$ cat config.mk
export PLATFORM = sky130hd
export DESIGN_NAME = cacheline_burst_adaptor
export DESIGN_NICKNAME = d
export VERILOG_FILES = /design/src/rtl/cacheline_burst_pkg.sv /design/src/rtl/cacheline_burst_adaptor_beat_counter.sv /design/src/rtl/cacheline_burst_adaptor.sv
export SDC_FILE = /design/constraint.sdc
export NUM_CORES = 1
export LEC_CHECK = 0
export CORE_AREA = 2 2 290 292
export DETAILED_ROUTE_END_ITERATION = 10
export DIE_AREA = 0 0 292 294
export PLACE_DENSITY = 0.55
export SYNTH_ARGS = -nofsm -noshare
export SYNTH_HDL_FRONTEND = slang
export SYNTH_SLANG_ARGS = --single-unit
$ cat constraint.sdc
create_clock -name clk -period 34.5 [get_ports clk]
set_clock_uncertainty 0.05 [all_clocks]
set_input_delay 6.9 -clock clk [delete_from_list [all_inputs] [get_ports clk]]
set_output_delay 6.9 -clock clk [all_outputs]
set_load 0.02 [all_outputs]
$ cat src/rtl/cacheline_burst_pkg.sv
// Shared types and elaboration helpers for the cache-line to memory-burst adaptor.
// Latency: none (compile-time definitions only).
// Backpressure: not applicable.
`timescale 1ns/1ps
package cacheline_burst_pkg;

    typedef enum logic [2:0] {
        IDLE = 3'd0,
        WB   = 3'd1,
        GAP  = 3'd2,
        RD   = 3'd3,
        DONE = 3'd4
    } state_t;

    // Number of memory beats that make up one cache line.
    function automatic int calc_beats(input int line_w, input int burst_w);
        return line_w / burst_w;
    endfunction

    // Number of byte-offset bits inside one cache line.
    function automatic int calc_off(input int line_w);
        return $clog2(line_w / 8);
    endfunction

    // The line must split into a power-of-two number (>= 2) of whole beats.
    function automatic bit params_ok(input int line_w, input int burst_w);
        int beats;
        if (burst_w <= 0 || (line_w % burst_w) != 0 || (line_w % 8) != 0) begin
            return 1'b0;
        end
        beats = line_w / burst_w;
        return (beats >= 2) && ((beats & (beats - 1)) == 0);
    endfunction

endpackage

$ cat src/rtl/cacheline_burst_adaptor_beat_counter.sv
// Mod-BEATS beat counter with enable, synchronous clear and last-beat flag.
// Latency: count updates one cycle after en_i; last_o is combinational from the count.
// Backpressure: holds its value while en_i is low.
`timescale 1ns/1ps
module burst_beat_counter #(
    parameter int BEATS = 4
) (
    input  logic                     clk,
    input  logic                     reset,
    input  logic                     en_i,
    input  logic                     clr_i,
    output logic [$clog2(BEATS)-1:0] cnt_o,
    output logic                     last_o
);

    localparam int CW = $clog2(BEATS);

    logic [CW-1:0] cnt_d, cnt_q;

    // Next count: clear wins over increment.
    always_comb begin
        cnt_d = cnt_q;
        if (clr_i) begin
            cnt_d = '0;
        end else if (en_i) begin
            cnt_d = cnt_q + 1'b1;
        end
    end

    // Count register.
    always_ff @(posedge clk or posedge reset) begin
        if (reset) begin
            cnt_q <= '0;
        end else begin
            cnt_q <= cnt_d;
        end
    end

    assign cnt_o  = cnt_q;
    assign last_o = (cnt_q == CW'(BEATS - 1));

endmodule

$ cat src/rtl/cacheline_burst_adaptor.sv
// Splits LLC lines into memory bursts and reassembles fills; evict-then-fill runs WB, GAP, RD.
// Latency: strobes rise the cycle after acceptance; resp_o pulses one cycle after the last beat ack.
// Backpressure: resp_i low stalls beat count, data and strobes. CACHELINE_BURST_PERF_EN adds perf counters.
`timescale 1ns/1ps
module cacheline_burst_adaptor
    import cacheline_burst_pkg::*;
#(
    parameter int LINE_W  = 256,
    parameter int BURST_W = 64,
    parameter int ADDR_W  = 32
) (
    input  logic               clk,
    input  logic               reset,
    input  logic [LINE_W-1:0]  line_i,
    output logic [LINE_W-1:0]  line_o,
    input  logic [ADDR_W-1:0]  address_i,
    input  logic [ADDR_W-1:0]  wb_address_i,
    input  logic               read_i,
    input  logic               write_i,
    output logic               resp_o,
    input  logic               resp_i,
    input  logic [BURST_W-1:0] burst_i,
    output logic [BURST_W-1:0] burst_o,
    output logic [ADDR_W-1:0]  address_o,
    output logic               read_o,
    output logic               write_o
`ifdef CACHELINE_BURST_PERF_EN
    ,
    output logic [31:0]        perf_fills_o,
    output logic [31:0]        perf_wbs_o,
    output logic [31:0]        perf_stall_o
`endif
);

    localparam int BEATS = calc_beats(LINE_W, BURST_W);
    localparam int OFF   = calc_off(LINE_W);
    localparam int CW    = $clog2(BEATS);
    localparam logic [ADDR_W-1:0] ALIGN_MASK = {ADDR_W{1'b1}} << OFF;

    if (!params_ok(LINE_W, BURST_W)) begin : g_bad_params
        $error("cacheline_burst_adaptor: LINE_W/BURST_W must be a power of two >= 2");
    end

    state_t              state_d, state_q;
    logic [LINE_W-1:0]   wb_dat_d, wb_dat_q;
    logic [LINE_W-1:0]   line_d, line_q;
    logic [ADDR_W-1:0]   wr_addr_d, wr_addr_q;
    logic [ADDR_W-1:0]   fill_addr_d, fill_addr_q;
    logic [ADDR_W-1:0]   addr_d, addr_q;
    logic                fill_pend_d, fill_pend_q;
    logic                read_d, read_q;
    logic                write_d, write_q;
    logic                resp_d, resp_q;
    logic [CW-1:0]       cnt;
    logic                cnt_last;
    logic                beat_en;
    logic                beat_last;

    // A beat completes on any memory ack while a burst is in flight.
    assign beat_en   = resp_i && ((state_q == WB) || (state_q == RD));
    assign beat_last = beat_en && cnt_last;

    burst_beat_counter #(
        .BEATS (BEATS)
    ) u_cnt (
        .clk    (clk),
        .reset  (reset),
        .en_i   (beat_en),
        .clr_i  (beat_last),
        .cnt_o  (cnt),
        .last_o (cnt_last)
    );

    // Next-state, request latching, fill assembly and registered-output decode.
    always_comb begin
        state_d     = state_q;
        wb_dat_d    = wb_dat_q;
        line_d      = line_q;
        wr_addr_d   = wr_addr_q;
        fill_addr_d = fill_addr_q;
        fill_pend_d = fill_pend_q;
        case (state_q)
            IDLE: begin
                if (write_i) begin
                    // Write-back first; a simultaneous read becomes the pending fill.
                    wb_dat_d    = line_i;
                    wr_addr_d   = (read_i ? wb_address_i : address_i) & ALIGN_MASK;
                    fill_pend_d = read_i;
                    if (read_i) begin
                        fill_addr_d = address_i & ALIGN_MASK;
                    end
                    state_d = WB;
                end else if (read_i) begin
                    fill_addr_d = address_i & ALIGN_MASK;
                    fill_pend_d = 1'b1;
                    state_d     = RD;
                end
            end
            WB: begin
                if (beat_last) begin
                    state_d = fill_pend_q ? GAP : DONE;
                end
            end
            GAP: state_d = RD;
            RD: begin
                if (beat_en) begin
                    line_d[cnt*BURST_W +: BURST_W] = burst_i;
                end
                if (beat_last) begin
                    fill_pend_d = 1'b0;
                    state_d     = DONE;
                end
            end
            DONE:    state_d = IDLE;
            default: state_d = IDLE;
        endcase
        write_d = (state_d == WB);
        read_d  = (state_d == RD);
        resp_d  = (state_d == DONE);
        addr_d  = write_d ? wr_addr_d : (read_d ? fill_addr_d : '0);
    end

    // FSM state, latched request and registered memory-side outputs.
    always_ff @(posedge clk or posedge reset) begin
        if (reset) begin
            state_q     <= IDLE;
            wb_dat_q    <= '0;
            line_q      <= '0;
            wr_addr_q   <= '0;
            fill_addr_q <= '0;
            fill_pend_q <= 1'b0;
            addr_q      <= '0;
            read_q      <= 1'b0;
            write_q     <= 1'b0;
            resp_q      <= 1'b0;
        end else begin
            state_q     <= state_d;
            wb_dat_q    <= wb_dat_d;
            line_q      <= line_d;
            wr_addr_q   <= wr_addr_d;
            fill_addr_q <= fill_addr_d;
            fill_pend_q <= fill_pend_d;
            addr_q      <= addr_d;
            read_q      <= read_d;
            write_q     <= write_d;
            resp_q      <= resp_d;
        end
    end

    assign read_o    = read_q;
    assign write_o   = write_q;
    assign resp_o    = resp_q;
    assign address_o = addr_q;
    assign line_o    = line_q;
    // Write data follows the beat counter, so it holds through ack gaps.
    assign burst_o   = write_q ? wb_dat_q[cnt*BURST_W +: BURST_W] : '0;

`ifdef CACHELINE_BURST_PERF_EN
    logic [31:0] fills_d, fills_q;
    logic [31:0] wbs_d, wbs_q;
    logic [31:0] stall_d, stall_q;

    // Saturating event counters for completed fills, write-backs and stalled burst cycles.
    always_comb begin
        fills_d = fills_q;
        wbs_d   = wbs_q;
        stall_d = stall_q;
        if ((state_q == RD) && beat_last && (fills_q != 32'hFFFF_FFFF)) begin
            fills_d = fills_q + 32'd1;
        end
        if ((state_q == WB) && beat_last && (wbs_q != 32'hFFFF_FFFF)) begin
            wbs_d = wbs_q + 32'd1;
        end
        if (((state_q == WB) || (state_q == RD)) && !resp_i && (stall_q != 32'hFFFF_FFFF)) begin
            stall_d = stall_q + 32'd1;
        end
    end

    // Counter registers.
    always_ff @(posedge clk or posedge reset) begin
        if (reset) begin
            fills_q <= '0;
            wbs_q   <= '0;
            stall_q <= '0;
        end else begin
            fills_q <= fills_d;
            wbs_q   <= wbs_d;
            stall_q <= stall_d;
        end
    end

    assign perf_fills_o = fills_q;
    assign perf_wbs_o   = wbs_q;
    assign perf_stall_o = stall_q;
`endif

endmodule

==> out/qor.csv, run 1 <==
stage,metric,value,unit
power,p_per_area,87.3,mW/mm^2
run,cap_violations,0,
die,die_w,292,um
timing,finalSetupViolCount,0,
status,status,completed,
timing,tightest_slew,1.17,ns
global_routing,overflow,0,
timing,post-route-period-util,31.6,%
yosys,synthesis.area,0.0259,sq mm
global_routing,grt_max_degree,237,
cells_and_area,final_cells,4490,
detailed_routing,routed-via-count,20400,
critical_path,end_kind,asynchronous set/reset pin,
yosys,synth_area_per_cell,9.62,sq um
global_routing,grt_usage,19.7,%
timing,final_hold_viol_count,0,
power,peakVddDrop,0.0000441,V
die,dieArea,0.0858,sq mm
critical_path,reg2regPathDepth,7,
critical_path,r2r-end,wb_dat_q[37],
cells_and_area,drive_gt1_share,7.25,%
clocking,cts_buffers,72,
clocking,hold_buffers,0,
die,die_h,294,um
cells_and_area,nNetsFinal,3734,
place,placed_cells,4346,
clocking,cts_max_level,3,
yosys,syn_inst,2691,
cells_and_area,fillers,8108,
clocking,postCtsSetupBuffers,0,
timing,slew_viol_final,0,
die,ios,744,
clocking,clockBufferDepth,3,
timing,maxSlewHeadroom,21.9,%
critical_path,worstPathMaxFanout,147,
timing,fin_crit,10.91,ns
detailed_routing,viasPerCell,4.55,
critical_path,start_kind,input port,
place,place_congestion,0.818,
yosys,netlist-cell-type-count,34,
cells_and_area,syn_to_final_growth,40.9,%
timing,rsz0062_at_grt,false,
global_routing,antenna_found_initial,33,
critical_path,endpoint,wb_dat_q[35],
global_routing,grt_pass1_vias,20500,
clocking,clock_sinks,617,
yosys,ys_seq_area_share,59.6,%
die,rows,106,
detailed_routing,drc,0,
clocking,cts.repair.resized,0,
clocking,tritoncts,built,
cells_and_area,fin_util,44.0,%
detailed_routing,drtAntennaViolNets,0,
global_routing,grt_first_pass_wirelength,130000,um
clocking,cts-root-buf,clkbuf_16,
critical_path,cp-startpoint,reset,
critical_path,cp.arrival,11.47,ns
yosys,ys_seq_elements,617,
place,dp_hpwl,57700,um
timing,fin_hold_ws,0.409,ns
critical_path,cp.required,35.06,ns
detailed_routing,wl,85800,um
timing,tns,0,ns
worst_hold_path,hold_class,register to register,
timing,fmax,0.0917,GHz
yosys,syn_nets,3085,
cells_and_area,finalInstanceArea,0.0365,sq mm
cells_and_area,final_common_cell,nand2_1,
critical_path,r2r_start,state_q[2],
place,place_area,0.0341,sq mm
detailed_routing,drt_iter0_markers,1098,
yosys,yosys_warnings,0,
critical_path,crit_type,input port to asynchronous set/reset pin,
detailed_routing,routedWlPerCell,19.1,um
clocking,clk_latency,0.60,ns
detailed_routing,firstDrtPassIters,5,
die,core_area,0.0829,sq mm
power,p_leak,16.6,nW
cells_and_area,mostFrequentLayoutCells,"nand2_1 (1290), clkdlybuf4s50_1 (733), dfrtp_1 (614)",
place,io_buffers,733,
clocking,clk_pin_slew,0.06,ns
critical_path,ff2ff_setup_slack,30.15,ns
die,start_util,31.2,%
-- metal layers --
layer / part of all wire, % / vias up / routed length (um) / GRT usage [%]
met1: 39 / 9712 / 33700 / 23.3
met5: 0.24 / - / 210 / 0
met3: 8.6 / 138 / 7340 / 6.97
met4: 2.3 / 34 / 1970 / 6.37
met2: 50 / 607 / 42600 / 33.2
li1: - / 9918 / - / -
-- cells by family after synthesis --
| group | after synthesis | share of synthesized area, % |
|---|---|---|
| simple gates | 1409 | 21.3 |
| flops | 617 | 59.6 |
| compound gates | 323 | 7.03 |
| buf+inv | 219 | 3.64 |
| mux | 118 | 8.13 |
| fa+ha+maj | 5 | 0.242 |
-- worst min path at each step --
stage | from | endpoint | slack (ns) | cells past startpoint
4_1_cts | wr_addr_q[1] | wr_addr_q[1] | 0.42 | 2
5_1_grt | wb_dat_q[159] | wb_dat_q[159] | 0.44 | 2
6_report | wr_addr_q[3] | wr_addr_q[3] | 0.41 | 2
3_3_place_gp | wr_addr_q[1] | wr_addr_q[1] | 0.39 | 2
3_5_place_dp | wr_addr_q[0] | wr_addr_q[0] | 0.40 | 2
2_1_floorplan | wr_addr_q[0] | wr_addr_q[0] | 0.38 | 2
-- report_power, final --
group | total, mW | switching [mW] | internal (mW) | leakage (nW)
sequential | 1.17 | 0.157 | 1.01 | 8.00
clock | 0.764 | 0.315 | 0.449 | 1.17
combinational | 1.25 | 0.690 | 0.563 | 7.44
-- sequential cells by signal, indices dropped and copies added (netlist names) --
name / flops
wr_addr_q: 32
write_o: 1
line_o: 256
u_cnt.cnt_o: 2
resp_o: 1
fill_pend_q: 1
read_o: 1
state_q: 3
wb_dat_q: 256
fill_addr_q: 32
address_o: 32
-- Yosys cell counts --
cell type / instances / area share [%]
nor4b_2: 1 / 0.058
nor2_1: 29 / 0.42
nand2_1: 1295 / 19
a21oi_1: 1 / 0.019
mux2_2: 3 / 0.13
or2_2: 1 / 0.024
buf_6: 3 / 0.13
ha_1: 5 / 0.24
nand3_1: 1 / 0.019
nand2b_1: 2 / 0.048
or4b_1: 1 / 0.039
buf_1: 12 / 0.17
nand3b_1: 2 / 0.058
and2_1: 69 / 1.7
a21o_1: 28 / 0.81
nor3b_1: 3 / 0.087
nor3_2: 1 / 0.039
and4b_1: 1 / 0.039
o2bb2ai_1: 32 / 1.1
nor2b_1: 1 / 0.024
a2bb2oi_2: 1 / 0.058
dfrtp_1: 617 / 60
inv_2: 1 / 0.014
mux4_2: 64 / 5.6
buf_4: 7 / 0.20
nor3_1: 2 / 0.039
mux2i_1: 27 / 1.0
buf_2: 58 / 1.1
o21ai_0: 259 / 5.0
a211oi_1: 1 / 0.029
a22oi_1: 1 / 0.029
inv_1: 37 / 0.54
mux2_4: 24 / 1.4
clkbuf_1: 101 / 1.5
-- cell type report --
cell class,count,area (sq um),share of cell area (%)
timing repair buffer,756,7550,20.7
multi-input combinational,1855,9580,26.3
clock buffer,108,2160,5.92
antenna,16,40.0,0.110
sequential,617,15400,42.3
tap,1080,1350,3.70
clock inverter,20,199,0.545
inverter,38,150,0.412
-- worst max-delay path, stage by stage --
cell and delay (ns):
clkdlybuf4s50_1 0.49, inv_8 0.58, buf_12 0.62, buf_4 0.83, buf_4 0.81, buf_4 0.83
-- metrics by stage --
stage	power [mW]	worst slack (ns)
floorplan	1.91	10.27
global placement	2.44	22.72
detailed placement	2.45	22.71
CTS	3.23	23.36
global route	3.39	22.91
finish	3.19	23.59
(Power assumes the default switching activity.)
==> inputs of run 2 (changes only) <==
CORE_AREA = 2 2 288 290   (was 2 2 290 292)
DIE_AREA = 0 0 290 292   (was 0 0 292 294)
PLACE_DENSITY = 0.57   (was 0.55)
clock period = 9.9 ns   (was 34.5 ns; I/O delays follow)
==> run 2 against run 1 <==
Against the previous run:
- sequential cell count stayed put
- sequential power grew to 3.5 times the previous value
- cell count fell by 0.29%
- final area down 0.16%
- first-iteration DRC count decreased by 0.64%
- global-route usage hardly changed
- via count is 0.15% lower
- total power grew to 3.5 times the previous value
- utilization rose by 0.63 points
- clock power grew to 3.4 times the previous value
- combinational power increased to 3.5 times the previous value
- routed wire length shrank 1.9%
- largest power group unchanged
==> out/qor.csv, run 2 (synthesis gave the netlist of run 1 again) <==
stage,metric,value,unit
die,die_w,290,um
timing,tightest_slew,1.12,ns
detailed_routing,wl_met1,33700,um
timing,final_hold_viol_count,0,
clocking,clk_pin_slew,0.06,ns
critical_path,cp.arrival,3.76,ns
place,dp_hpwl,56000,um
cells_and_area,nNetsFinal,3733,
clocking,tritoncts,built,
cells_and_area,syn_to_final_growth,40.6,%
detailed_routing,routedWlPerCell,18.8,um
detailed_routing,met2_length,40100,um
place,io_buffers,733,
worst_hold_path,hold_depth,2,
clocking,clock_sinks,617,
critical_path,cp_top_family,buffers and inverters,
global_routing,antenna_found_initial,28,
global_routing,grt_max_degree,219,
die,core_area,0.0816,sq mm
critical_path,r2r-end,line_o[244],
cells_and_area,multi_input_area,0.00958,sq mm
die,start_util,31.7,%
timing,finalSetupViolCount,0,
clocking,clk_latency,0.61,ns
detailed_routing,firstDrtPassIters,5,
critical_path,cp_slowest_stage_delay,0.87,ns
status,status,completed,
detailed_routing,wl,84200,um
worst_hold_path,hold_class,register to register,
cells_and_area,finalInstanceArea,0.0364,sq mm
detailed_routing,drtAntennaViolNets,0,
global_routing,grt_usage,19.6,%
critical_path,ff2ff_setup_slack,6.45,ns
worst_hold_path,min_to,wr_addr_q[3],
cells_and_area,mostFrequentLayoutCells,"nand2_1 (1290), clkdlybuf4s50_1 (733), dfrtp_1 (614)",
cells_and_area,final_cells,4477,
clocking,cts.repair.resized,0,
clocking,cts_buffers,72,
place,place_congestion,0.826,
timing,fin_crit,5.79,ns
clocking,cts-root-buf,clkbuf_16,
detailed_routing,drc,0,
die,dieArea,0.0847,sq mm
critical_path,crit_chain,buf_4 > mux4_2 > and2_1 > clkdlybuf4s50_1,
critical_path,crit_type,register to primary output,
cells_and_area,final_common_cell,nand2_1,
power,peakVddDrop,0.000163,V
clocking,cts_max_level,3,
critical_path,r2r_start,u_cnt.cnt_o[0],
timing,fmax,0.173,GHz
worst_hold_path,hold_start,wr_addr_q[3],
critical_path,start_kind,register,
cells_and_area,drive_gt1_share,7.04,%
global_routing,grt_first_pass_wirelength,128000,um
timing,maxSlewHeadroom,25.5,%
critical_path,cp_slowest_cell,dfrtp_4,
critical_path,end_kind,primary output,
detailed_routing,drt_iter0_markers,1091,
critical_path,cp.required,7.87,ns
power,p_per_area,303,mW/mm^2
timing,rsz0062_at_grt,false,
timing,slew_viol_final,0,
detailed_routing,routed.top_layer,met5,
clocking,clockBufferDepth,3,
clocking,postCtsSetupBuffers,0,
critical_path,worstPathMaxFanout,36,
critical_path,reg2regPathDepth,6,
run,cap_violations,0,
timing,post-route-period-util,58.4,%
critical_path,crit_buf_inv,2,
clocking,hold_buffers,0,
place,placed_cells,4335,
global_routing,overflow,0,
cells_and_area,seq_area,0.0154,sq mm
power,p_total,11.0,mW
detailed_routing,routed-via-count,20400,
place,place_area,0.0341,sq mm
die,die_h,292,um
die,ios,744,
cells_and_area,fillers,7969,
detailed_routing,dr_wl_met3,7200,um
die,rows,105,
power,p_leak,16.6,nW
timing,fin_hold_ws,0.406,ns
detailed_routing,viasPerCell,4.55,
global_routing,grt_pass1_vias,20300,
## run 2: how the worst max path moves through the flow
stage,start,end,cells past startpoint
2_1_floorplan,reset,address_o[0],1
3_3_place_gp,u_cnt.cnt_o[0],burst_o[22],4
3_5_place_dp,u_cnt.cnt_o[0],burst_o[33],4
4_1_cts,u_cnt.cnt_o[0],burst_o[22],4
5_1_grt,u_cnt.cnt_o[0],burst_o[33],4
6_report,u_cnt.cnt_o[0],burst_o[33],4
## run 2: through the flow
step | util (%) | setup WS (ns) | TNS (ns)
2_1_floorplan | - | -0.551 | -339.98
3_3_place_gp | 41.8 | 4.70 | 0
3_5_place_dp | 41.8 | 4.70 | 0
4_1_cts | 44.6 | 4.00 | 0
5_1_grt | 44.6 | 3.92 | 0
6_report | 44.6 | 4.11 | 0
## run 2: metal layers
layer  GRT usage (%)  vias up
met5               0        -
met4            8.35       30
met3            7.17      156
met2            31.7      600
met1            23.6     9676
li1                -     9916
## run 2: area by class of cell
type,count,area share (%)
tap,1070,3.68
inverter,38,0.402
clock buffer,105,5.65
multi-input combinational,1855,26.3
clock inverter,23,0.670
sequential,617,42.4
timing repair buffer,755,20.8
antenna,14,0.0962
## run 2: worst min-delay path, cell delays in order (launching register included)
cell and delay, ns:
dfrtp_1 0.32, nand2_1 0.06, inv_1 0.05
## run 2: where the power goes
part	switching [mW]	internal [mW]	total, mW	leakage [nW]
sequential	0.546	3.52	4.07	8.00
clock	1.11	1.49	2.60	1.13
combinational	2.40	1.96	4.36	7.44
total	4.06	6.98	11.0	16.6
==> inputs of run 3 (changes only) <==
clock period = 5 ns   (was 9.9 ns; I/O delays follow)
==> run 3 against run 2 <==
Against the previous run:
- register-to-register slack got worse by 4.6 ns
- final area rose by 1.0%
- sequential power is 100% higher
- sequential share of layout area shrank 0.43 points
- utilization grew 0.46 points
- first-iteration DRC count down 6.2%
- worst setup slack got worse by 3.4 ns
- clock power is 100% higher
- via count rose by 1.0%
- combinational power is 100% higher
- global-route usage is 0.48 points higher
- total power grew 100%
- largest power group unchanged
==> out/qor.csv, run 3 (synthesis gave the netlist of run 1 again) <==
stage,metric,value,unit
die,start_util,31.7,%
clocking,clk_pin_slew,0.06,ns
detailed_routing,drc,0,
power,peakVddDrop,0.000335,V
place,place_congestion,0.852,
die,rows,105,
power,switching_share,36.4,%
cells_and_area,syn_to_final_growth,42.1,%
clocking,clockBufferDepth,3,
clocking,clk_latency,0.60,ns
clocking,hold_buffers,0,
critical_path,cp.required,3.95,ns
detailed_routing,firstDrtPassIters,5,
timing,fmax,0.232,GHz
global_routing,grt_pass1_vias,20800,
cells_and_area,final_common_cell,nand2_1,
clocking,cts_max_level,3,
power,switchingPower,8.06,mW
critical_path,start_kind,register,
detailed_routing,drtAntennaViolNets,0,
clocking,clock_sinks,617,
clocking,tritoncts,built,
global_routing,grt_usage,20.1,%
clocking,postCtsSetupBuffers,0,
place,placed_cells,4359,
clocking,cts.repair.resized,0,
timing,slew_viol_final,0,
run,cap_violations,0,
timing,tightest_slew,0.964,ns
place,dp_slack,1.27,ns
power,clockPowerShare,23.8,%
die,ios,744,
timing,worst_slack,0.690,ns
status,status,completed,
power,p_leak,16.8,nW
power,p_int,14.1,mW
clocking,cts_buffers,72,
detailed_routing,drt_iter0_markers,1023,
die,core_area,0.0816,sq mm
cells_and_area,final_cells,4503,
global_routing,grt_max_degree,134,
global_routing,overflow,0,
critical_path,crit_chain,buf_4 > mux4_2 > and2_1 > clkdlybuf4s50_1,
detailed_routing,routedWlPerCell,19.1,um
die,die_h,292,um
critical_path,cp.arrival,3.26,ns
timing,finalSetupViolCount,0,
worst_hold_path,hold_class,register to register,
timing,final_hold_viol_count,0,
critical_path,cp_slowest_stage_delay,0.87,ns
detailed_routing,wl,86200,um
timing,post-route-period-util,86.2,%
critical_path,crit_type,register to primary output,
timing,rsz0062_at_grt,false,
power,power.share.sequential,36.9,%
global_routing,antenna_found_initial,23,
die,dieArea,0.0847,sq mm
cells_and_area,drive_gt1_share,7.78,%
critical_path,end_kind,primary output,
place,io_buffers,733,
power,p_total,22.1,mW
timing,fin_crit,4.31,ns
timing,maxSlewHeadroom,35.7,%
detailed_routing,viasPerCell,4.57,
critical_path,worstPathMaxFanout,35,
clocking,cts-root-buf,clkbuf_16,
global_routing,grt_first_pass_wirelength,131000,um
detailed_routing,routed-via-count,20600,
power,combPwrFrac,39.3,%
power,p_per_area,602,mW/mm^2
critical_path,cp_slowest_cell,dfrtp_4,
cells_and_area,nNetsFinal,3757,
die,die_w,290,um
cells_and_area,mostFrequentLayoutCells,"nand2_1 (1290), clkdlybuf4s50_1 (733), dfrtp_1 (614)",
place,dp_hpwl,59700,um
==> run 3: changes by cell type in the layout (fill, tap and decap cells not counted), moves of 2 or more <==
cell       delta
bufinv_16     +2
inv_16        -2
buf_12       +10
buf_4        +14
clkbuf_8      +3
inv_6         +2
clkbuf_1      -2
clkinv_2      -4
clkinv_8      +3
clkinv_16     -2
==> run 3: per-layer routing <==
metal	vias to the layer above	track usage, %	share of wire, %
met5	-	0	0.17
met4	22	9.02	3.5
met3	156	6.01	7.3
met2	640	32.4	48
met1	9788	24.9	41
li1	9977	-	-
==> run 3: final timing paths <==
check / from / endpoint / slack [ns] / cells past startpoint
hold / removal: wr_addr_q[4] / wr_addr_q[4] / 0.41 / 2
max in group asynchronous: reset / wb_dat_q[181] / 2.86 / 4
setup / recovery: u_cnt.cnt_o[0] / burst_o[61] / 0.69 / 4
min in group asynchronous: reset / line_o[194] / 0.78 / 2
hold reg to reg: wr_addr_q[4] / wr_addr_q[4] / 0.41 / 2
setup reg to reg: u_cnt.cnt_o[0] / line_o[155] / 1.89 / 5
==> run 3: per-stage QoR <==
step	cell area (sq um)	utilization, %	hold slack (ns)	TNS, ns
after floorplan	25900	-	0.377	-2758.62
after global placement	34400	42.1	0.390	0
after detailed placement	34400	42.1	0.394	0
after CTS	36800	45.1	0.411	0
after global routing	36800	45.1	0.422	0
final	36800	45.1	0.411	0
==> run 3: power groups by stage <==
| stage | registers (mW) | logic [mW] | clock network, mW |
|---|---|---|---|
| after detailed placement | 8.26 | 8.82 | 0 |
| after CTS | 8.19 | 8.84 | 5.41 |
| after floorplan | 8.77 | 4.39 | 0 |
| final | 8.17 | 8.71 | 5.26 |
| after global placement | 8.21 | 8.72 | 0 |
| after global routing | 8.43 | 9.50 | 5.63 |
==> run 3: final cells by class <==
type | instances | area (sq um)
Clock inverter | 23 | 259
Sequential cell | 617 | 15400
Timing Repair Buffer | 779 | 7870
Clock buffer | 107 | 2120
Antenna cell | 14 | 35.0
Fill cell | 7947 | 44800
Multi-Input combinational cell | 1855 | 9580
Inverter | 38 | 146
Tap cell | 1070 | 1340
==> run 3: worst max-delay path: cells and delay by family, from the launching register on <==
| kind | cells | cell delay, ns |
|---|---|---|
| muxes | 1 | 0.59 |
| buffers and inverters | 2 | 0.96 |
| and+or+nand+nor | 1 | 0.19 |
| DFF | 1 | 0.87 |
